--- src/rtl/multicycle_controller.sv ---
// Main FSM and ALU decoder for the multicycle RV32I core, one state per cycle.
// Optional macro ILLEGAL_TRAP_EN: unknown opcodes / unsupported ALU func3 trap into HALT and raise 'illegal'.
module multicycle_controller (
  input  logic       clk,
  input  logic       rst,
  input  logic [6:0] op,
  input  logic [2:0] func3,
  input  logic [6:0] func7,
  input  logic       Zero,
  input  logic       lt,
  output logic       PCWrite,
  output logic       AdrSrc,
  output logic       IRWrite,
  output logic       RegWrite,
  output logic       MemWrite,
  output logic [1:0] ResultSrc,
  output logic [1:0] ALUSrcA,
  output logic [1:0] ALUSrcB,
  output logic [2:0] ImmSrc,
  output logic [2:0] ALUControl
`ifdef ILLEGAL_TRAP_EN
  , output logic     illegal
`endif
);

  localparam logic [6:0] OP_LW   = 7'b0000011;
  localparam logic [6:0] OP_SW   = 7'b0100011;
  localparam logic [6:0] OP_R    = 7'b0110011;
  localparam logic [6:0] OP_I    = 7'b0010011;
  localparam logic [6:0] OP_BR   = 7'b1100011;
  localparam logic [6:0] OP_JAL  = 7'b1101111;
  localparam logic [6:0] OP_JALR = 7'b1100111;
  localparam logic [6:0] OP_LUI  = 7'b0110111;

  typedef enum logic [3:0] {
    FETCH, DECODE, MEMADR, MEMREAD, MEMWB, MEMWRITE, EXER, EXEI,
    ALUWB, BRANCH, JAL, JALR, LINK, LUI, HALT
  } state_t;

  state_t state, next_state;

  logic       pc_write_raw, ir_write_raw, reg_write_raw, mem_write_raw;
  logic       func3_ok;
  logic [2:0] alu_op_decoded;
  logic       branch_taken;

  always_ff @(posedge clk) begin
    if (rst) state <= FETCH;
    else     state <= next_state;
  end

  // ALU operation for EXER/EXEI; SUB only exists for R-type with func7 = 0100000.
  always_comb begin
    func3_ok       = 1'b1;
    alu_op_decoded = 3'b000;
    case (func3)
      3'b000:  alu_op_decoded = (state == EXER && func7 == 7'b0100000) ? 3'b001 : 3'b000;
      3'b100:  alu_op_decoded = 3'b100;
      3'b110:  alu_op_decoded = 3'b011;
      3'b111:  alu_op_decoded = 3'b010;
      3'b010:  alu_op_decoded = 3'b101;
      default: func3_ok       = 1'b0;
    endcase
  end

  always_comb begin
    branch_taken = 1'b0;
    case (func3)
      3'b000:  branch_taken = Zero;
      3'b001:  branch_taken = ~Zero;
      3'b100:  branch_taken = lt;
      3'b101:  branch_taken = ~lt;
      default: branch_taken = 1'b0;
    endcase
  end

  always_comb begin
    next_state = FETCH;
    case (state)
      FETCH:  next_state = DECODE;
      DECODE: begin
        case (op)
          OP_LW, OP_SW: next_state = MEMADR;
          OP_R:         next_state = EXER;
          OP_I:         next_state = EXEI;
          OP_BR:        next_state = BRANCH;
          OP_JAL:       next_state = JAL;
          OP_JALR:      next_state = JALR;
          OP_LUI:       next_state = LUI;
`ifdef ILLEGAL_TRAP_EN
          default:      next_state = HALT;
`else
          default:      next_state = FETCH;
`endif
        endcase
      end
      MEMADR:   next_state = (op == OP_SW) ? MEMWRITE : MEMREAD;
      MEMREAD:  next_state = MEMWB;
      EXER, EXEI: begin
`ifdef ILLEGAL_TRAP_EN
        next_state = func3_ok ? ALUWB : HALT;
`else
        next_state = ALUWB;
`endif
      end
      JAL, JALR: next_state = LINK;
      HALT:      next_state = HALT;
      default:   next_state = FETCH;
    endcase
  end

  always_comb begin
    pc_write_raw  = 1'b0;
    ir_write_raw  = 1'b0;
    reg_write_raw = 1'b0;
    mem_write_raw = 1'b0;
    AdrSrc        = 1'b0;
    ResultSrc     = 2'b00;
    ALUSrcA       = 2'b00;
    ALUSrcB       = 2'b00;
    ImmSrc        = 3'b000;
    ALUControl    = 3'b000;
    case (state)
      FETCH: begin
        ir_write_raw = 1'b1;
        pc_write_raw = 1'b1;
        ALUSrcB      = 2'b10;
        ResultSrc    = 2'b10;
      end
      DECODE: begin
        ALUSrcA = 2'b01;
        ALUSrcB = 2'b01;
        ImmSrc  = (op == OP_JAL) ? 3'b011 : 3'b010;
      end
      MEMADR: begin
        ALUSrcA = 2'b10;
        ALUSrcB = 2'b01;
        ImmSrc  = (op == OP_SW) ? 3'b001 : 3'b000;
      end
      MEMREAD:  AdrSrc = 1'b1;
      MEMWB: begin
        ResultSrc     = 2'b01;
        reg_write_raw = 1'b1;
      end
      MEMWRITE: begin
        AdrSrc        = 1'b1;
        mem_write_raw = 1'b1;
      end
      EXER: begin
        ALUSrcA    = 2'b10;
        ALUControl = alu_op_decoded;
      end
      EXEI: begin
        ALUSrcA    = 2'b10;
        ALUSrcB    = 2'b01;
        ALUControl = alu_op_decoded;
      end
      ALUWB:  reg_write_raw = 1'b1;
      BRANCH: begin
        ALUSrcA      = 2'b10;
        ALUControl   = 3'b001;
        pc_write_raw = branch_taken;
      end
      JAL:    pc_write_raw = 1'b1;
      JALR: begin
        ALUSrcA      = 2'b10;
        ALUSrcB      = 2'b01;
        ResultSrc    = 2'b10;
        pc_write_raw = 1'b1;
      end
      LINK: begin
        ALUSrcA       = 2'b01;
        ALUSrcB       = 2'b10;
        ResultSrc     = 2'b10;
        reg_write_raw = 1'b1;
      end
      LUI: begin
        ALUSrcB       = 2'b01;
        ImmSrc        = 3'b100;
        ALUControl    = 3'b111;
        ResultSrc     = 2'b10;
        reg_write_raw = 1'b1;
      end
      default: ;
    endcase
  end

  // Write strobes are masked during reset so an aborted instruction cannot commit anything.
  assign PCWrite  = pc_write_raw  & ~rst;
  assign IRWrite  = ir_write_raw  & ~rst;
  assign RegWrite = reg_write_raw & ~rst;
  assign MemWrite = mem_write_raw & ~rst;

`ifdef ILLEGAL_TRAP_EN
  assign illegal = (state == HALT) & ~rst;
`endif

endmodule

--- config.mk ---
export PLATFORM = sky130hd
export DESIGN_NAME = multicycle_controller
export DESIGN_NICKNAME = d
export VERILOG_FILES = /design/src/rtl/multicycle_controller.sv
export SDC_FILE = /design/constraint.sdc
export NUM_CORES = 1
export LEC_CHECK = 0
export BUFFER_PORTS_ARGS = -buffer_cell sky130_fd_sc_hd__clkbuf_2
export CAP_MARGIN = 20
export CORE_MARGIN = 10
export CORE_UTILIZATION = 46
export CTS_BUF_LIST = sky130_fd_sc_hd__clkbuf_16
export CTS_CLUSTER_DIAMETER = 30
export CTS_CLUSTER_SIZE = 25
export DETAILED_ROUTE_END_ITERATION = 8
export PLACE_DENSITY = 0.84
export SLEW_MARGIN = 20
export SYNTH_ARGS = -nofsm -noshare
export SYNTH_HDL_FRONTEND = slang
export SYNTH_SLANG_ARGS = --single-unit
--- constraint.sdc ---
create_clock -name clk -period 2.75 [get_ports clk]
set_clock_uncertainty 0.15 [all_clocks]
set_input_delay 0.1375 -clock clk [delete_from_list [all_inputs] [get_ports clk]]
set_output_delay 0.1375 -clock clk [all_outputs]
set_load 0.02 [all_outputs]
==> results of run 1 <==
-- stage by stage --
step	power, mW	setup slack (ns)
2_1_floorplan	0.119	0.828
3_3_place_gp	0.151	0.835
3_5_place_dp	0.153	0.815
4_1_cts	0.383	0.561
5_1_grt	0.397	0.421
6_report	0.380	0.549
-- Yosys cell counts, types with 2 or more instances --
cell | n | area [um^2]
nor2_1 | 10 | 37.5
nand2_1 | 8 | 30.0
o21ai_0 | 6 | 30.0
inv_1 | 5 | 18.8
nor2b_1 | 5 | 31.3
nor3_1 | 5 | 25.0
a21oi_1 | 4 | 20.0
dfxtp_1 | 4 | 80.1
nand2b_1 | 4 | 25.0
a31oi_1 | 3 | 18.8
buf_2 | 3 | 15.0
clkbuf_1 | 3 | 11.3
nand3_1 | 3 | 15.0
xnor2_1 | 3 | 26.3
a21boi_0 | 2 | 15.0
a2bb2oi_1 | 2 | 17.5
nor4b_1 | 2 | 17.5
or3b_2 | 2 | 17.5
or4_1 | 2 | 15.0
xor2_1 | 2 | 17.5
-- cell families after synthesis --
group	after synthesis	synth area share
and+or+nand+nor	52	0.447
AOI/OAI and AO/OA	24	0.258
buffers and inverters	13	0.0916
xor gates and xnor gates	5	0.0668
DFF	4	0.122
muxes	1	0.0153
-- cell usage in the layout (no fill, tap or decap), drive strengths merged --
master   synthesis  final
nand3b           1      1
o221ai           1      1
dfxtp            4      4
a21oi            4      4
clkbuf           3     40
and3b            1      1
o2bb2ai          1      1
or4              2      2
inv              5      5
or2              3      3
or3b             2      2
xor2             2      2
a2111oi          1      1
nor4             1      1
nor4b            2      2
a2bb2oi          2      2
and2b            1      1
nor2b            5      5
nor2            10     10
nand2b           4      4
o211ai           1      1
nor3             5      5
or3              1      1
a21boi           2      2
o21ai            7      7
o41ai            1      1
nand3            3      3
nand4b           1      1
nand4            1      1
o22ai            1      1
xnor2            3      3
and3             1      1
nand2            8      8
a31oi            3      3
mux2i            1      1
-- path summary, 6_finish.rpt --
| kind | startpoint | slack [ns] | endpoint |
|---|---|---|---|
| hold reg to reg | state[2]$_SDFF_PP0_ | 0.66 | state[3]$_SDFF_PP0_ |
| hold / removal | op[0] | 0.08 | state[3]$_SDFF_PP0_ |
| setup reg to reg | state[0]$_SDFF_PP0_ | 0.94 | state[2]$_SDFF_PP0_ |
| setup / recovery | state[0]$_SDFF_PP0_ | 0.55 | ImmSrc[0] |
-- worst register-to-register path, stage by stage (launching register included) --
cell and delay [ns]:
dfxtp_1 0.64, nand2b_1 0.23, or4_1 0.54, a31oi_1 0.18
-- metal layers --
metal	track usage	up-vias	wire length, um	part of all wire
li1	-	425	-	-
met1	0.138	404	920	0.40
met2	0.233	35	1160	0.51
met3	0.0436	4	150	0.066
met4	0.0805	0	38	0.017
met5	0	-	0	0
-- cell type report --
cell class              count  area (um^2)
fillers                   108          424
clock buffers               3         75.1
repair buffers             37          185
well taps                  15         18.8
flip-flops and latches      4         80.1
multi-input cells          82          515
inverters                   5         18.8
-- power by group --
part | internal, mW | switching [mW]
clock | 0.186 | 0.0405
combinational | 0.0370 | 0.0498
sequential | 0.0601 | 0.00685
==> results.py, run 1 <==
metrics = {
    "cells_and_area": {
        "postLayoutCoreUtil": 0.678,
        "largest_reg_flops": 4,
        "instances_no_fill": 146,
        "top_register": "state",
        "final_cell_area_um2": 893,
        "fin_nets": 154,
        "reg_top3": "state x4",
        "areaGrowthSynthToFinish_pct": 36.3,
        "num_antenna_cells": 0,
        "drive_above_1_share": 0.351,
    },
    "drt": {
        "viasPerCell": 5.95,
        "drc": 0,
        "dr_total_vias": 868,
        "dr.first_iter.drc_count": 27,
        "dr.pass1.iters": 4,
        "wirelength_um": 2270,
        "wl_per_cell_um": 15.6,
        "drtAntennaViolNets": 0,
    },
    "synthesis": {
        "synth_area_per_cell_um2": 6.62,
        "ys.flop_type": "dfxtp_1",
        "synth_cell_types": 41,
        "ys_warn_count": 0,
        "synthCells": 99,
        "synth-seq-area-share": 0.122,
        "async_flop_share": 0,
        "synth_edf_count": 0,
        "synth.cell_area_um2": 656,
        "ys_seq_elements": 4,
        "synth_nets": 120,
    },
    "floorplan": {
        "start_util": 0.498,
        "die_h_um": 57.8,
        "ios": 38,
        "chipWidth_um": 57.8,
        "die_area_um2": 3340,
        "coreArea_um2": 1320,
        "rows": 13,
    },
    "placed_design": {
        "post_dp_cell_area_um2": 818,
        "gp_congestion": 0.867,
        "post-dp-hpwl_um": 1720,
        "dp_cells": 143,
        "io_buffer_count": 37,
    },
    "worst_setup_path": {
        "reg2reg_depth": 3,
        "path_cells": "nand2b_1, or2_1, inv_1, nand2_1, o21ai_0, clkbuf_2",
        "arrival_ns": 1.91,
        "cp-start-kind": "flop",
        "cpPeakStageDelay_ns": 0.64,
        "crit_path_max_fanout": 18,
        "slowest_stage": "dfxtp_1",
        "path_depth": 6,
        "path_buf_inv": 2,
        "crit_type": "flop to output pin",
        "endpoint_kind": "output pin",
        "cp_top_family": "flip-flops",
        "worst-endpoint-required_ns": 2.46,
    },
    "cts": {
        "clockBufferDepth": 2,
        "postCtsHoldBufs": 0,
        "cts_resized": 0,
        "cts_sinks": 4,
        "cts_setup_buffers": 0,
        "htree_num_levels": 1,
        "clkLatencyLatePin_ns": 0.22,
        "cts_tree": "yes",
        "root_buffer": "clkbuf_16",
        "numCtsBuffers": 3,
        "clkTransAtPathRegs_ns": 0.03,
    },
    "power": {
        "p_per_area_nw_per_um2": 425,
        "ir_drop_mv": 0.222,
        "power.leakage_nw": 0.425,
    },
    "timing": {
        "worst_hold_slack_ns": 0.0760,
        "rsz0062_at_grt": "no",
        "max_slew.worst_pin.slew_ns": 0.615,
        "post-route-period-util": 0.800,
        "relSlewSlack": 0.589,
        "final.setup.tns_ns": 0,
        "clock.fmax_ghz": 0.454,
        "slew_violations": 0,
        "hold_viol": 0,
        "min_period_ns": 2.20,
        "setup_viol": 0,
    },
    "grt": {
        "grt_use_total": 0.135,
        "first_global_vias": 807,
        "grt.overflow.total": 0,
        "grt_pass1_wl_um": 3680,
        "antenna_found_initial": 0,
        "grt_max_degree": 20,
    },
    "hold_path": {
        "hold_class": "primary input to flop",
        "whs_path_depth": 3,
    },
    "flow_run": {
        "drv_cap": 0,
    },
    "outcome": {
        "status": "completed",
    },
}
(Power assumes the default switching activity.)
==> inputs of run 2 (changes only) <==
- CORE_UTILIZATION: 46 -> 43
- PLACE_DENSITY: 0.84 -> 0.79
- clock period: 2.75 -> 2.1 ns (I/O delays scaled with it)
==> results.py, run 2 (synthesis results as in run 1) <==
metrics = {
    "outcome": {
        "status": "completed",
    },
    "worst_setup_path": {
        "arrival_ns": 1.76,
        "endpoint_kind": "output pin",
        "crit_path_max_fanout": 11,
        "slowest_stage": "dfxtp_1",
        "path_buf_inv": 2,
        "cp-start-kind": "flop",
        "path_cells": "nand2b_1, or2_1, inv_1, nand2_1, o21ai_0, clkbuf_2",
        "crit_type": "flop to output pin",
        "cp_top_family": "simple AND/OR/NAND/NOR gates",
        "cpPeakStageDelay_ns": 0.52,
        "worst-endpoint-required_ns": 1.85,
    },
    "grt": {
        "grt_use_total": 0.133,
        "grt_pass1_wl_um": 3850,
        "first_global_vias": 871,
        "antenna_found_initial": 0,
        "grt.overflow.total": 0,
        "grt_max_degree": 12,
    },
    "timing": {
        "hold_viol": 0,
        "min_period_ns": 2.02,
        "rsz0062_at_grt": "no",
        "max_slew.worst_pin.slew_ns": 0.480,
        "slew_violations": 0,
        "final.setup.tns_ns": 0,
        "setup_viol": 0,
        "relSlewSlack": 0.676,
        "worst_hold_slack_ns": 0.0446,
        "clock.fmax_ghz": 0.496,
        "post-route-period-util": 0.960,
    },
    "cells_and_area": {
        "num_antenna_cells": 0,
        "layout_common_cells": "clkbuf_2, nor2_1, nand2_1, o21ai_0",
        "areaGrowthSynthToFinish_pct": 41.0,
        "reg_top3": "state x4",
        "largest_reg_flops": 4,
        "final_cell_area_um2": 925,
        "top_register": "state",
        "final_common_cell": "clkbuf_2",
        "postLayoutCoreUtil": 0.628,
        "fin_nets": 158,
        "drive_above_1_share": 0.378,
    },
    "cts": {
        "cts_sinks": 4,
        "cts_setup_buffers": 0,
        "numCtsBuffers": 3,
        "clockBufferDepth": 2,
        "root_buffer": "clkbuf_16",
        "clkLatencyLatePin_ns": 0.23,
        "htree_num_levels": 1,
        "cts_tree": "yes",
        "clkTransAtPathRegs_ns": 0.03,
        "postCtsHoldBufs": 0,
    },
    "floorplan": {
        "die_area_um2": 3490,
        "rows": 14,
        "die_h_um": 59.0,
        "coreArea_um2": 1470,
        "start_util": 0.446,
        "ios": 38,
        "chipWidth_um": 59.0,
    },
    "placed_design": {
        "post_dp_cell_area_um2": 850,
        "post-dp-hpwl_um": 1850,
        "io_buffer_count": 37,
        "gp_congestion": 0.849,
    },
    "drt": {
        "drc": 0,
        "dr.first_iter.drc_count": 48,
        "viasPerCell": 5.99,
        "wl_per_cell_um": 15.7,
        "dr_total_vias": 904,
        "drtAntennaViolNets": 0,
        "dr.pass1.iters": 4,
        "wirelength_um": 2370,
    },
    "power": {
        "power.leakage_nw": 0.447,
        "ir_drop_mv": 0.418,
        "p_per_area_nw_per_um2": 546,
        "finalPower_mw": 0.505,
    },
    "flow_run": {
        "drv_cap": 0,
    },
    "hold_path": {
        "hold_class": "primary input to flop",
    },
}
## run 2: cell count changes in the layout (fill, tap and decap cells not counted)
| cell | delta |
|---|---|
| inv_2 | +1 |
| buf_4 | +4 |
| inv_1 | -1 |
## run 2: worst min-delay path: cells and delay by family
| family | cells | cell delay, ns |
|---|---|---|
| buf+inv | 1 | 0.09 |
| compound gates | 1 | 0.08 |
| simple gates | 1 | 0.10 |
## run 2: cell type report
type | instances | area (um^2)
clock buffer | 3 | 75.1
multi-input combinational | 82 | 515
inverter | 5 | 18.8
tap | 16 | 20.0
timing repair buffer | 41 | 215
fill | 141 | 547
sequential | 4 | 80.1
## run 2: worst paths after layout
| kind | from | endpoint | slack [ns] | cells after the start |
|---|---|---|---|---|
| max reg2reg | state[0]$_SDFF_PP0_ | state[2]$_SDFF_PP0_ | 0.47 | 3 |
| min | op[0] | state[3]$_SDFF_PP0_ | 0.04 | 3 |
| max | state[0]$_SDFF_PP0_ | ImmSrc[0] | 0.08 | 6 |
| min reg2reg | state[2]$_SDFF_PP0_ | state[3]$_SDFF_PP0_ | 0.55 | 3 |
## run 2: per-stage QoR
step / cells / setup slack, ns
3_3_place_gp: 148 / 0.438
5_1_grt: 151 / 0.0142
3_5_place_dp: 148 / 0.387
4_1_cts: 151 / 0.137
2_1_floorplan: 99 / 0.210
6_report: 151 / 0.0838
## run 2: power breakdown
part	switching, mW	total, mW	internal [mW]	leakage [nW]
sequential	0.00572	0.0844	0.0787	0.0326
combinational	0.0674	0.118	0.0509	0.377
clock	0.0583	0.302	0.244	0.0370
## run 2: repair_timing
item	4_1_cts	5_1_grt
endpoints found under the hold margin	0	0
resized for setup	0	1
endpoints found under the setup margin	0	1
## run 2: layer usage
metal / track usage / part of all wire
met1: 0.144 / 0.33
met2: 0.236 / 0.54
met3: 0.0365 / 0.10
met4: 0.0557 / 0.024
met5: 0 / 0
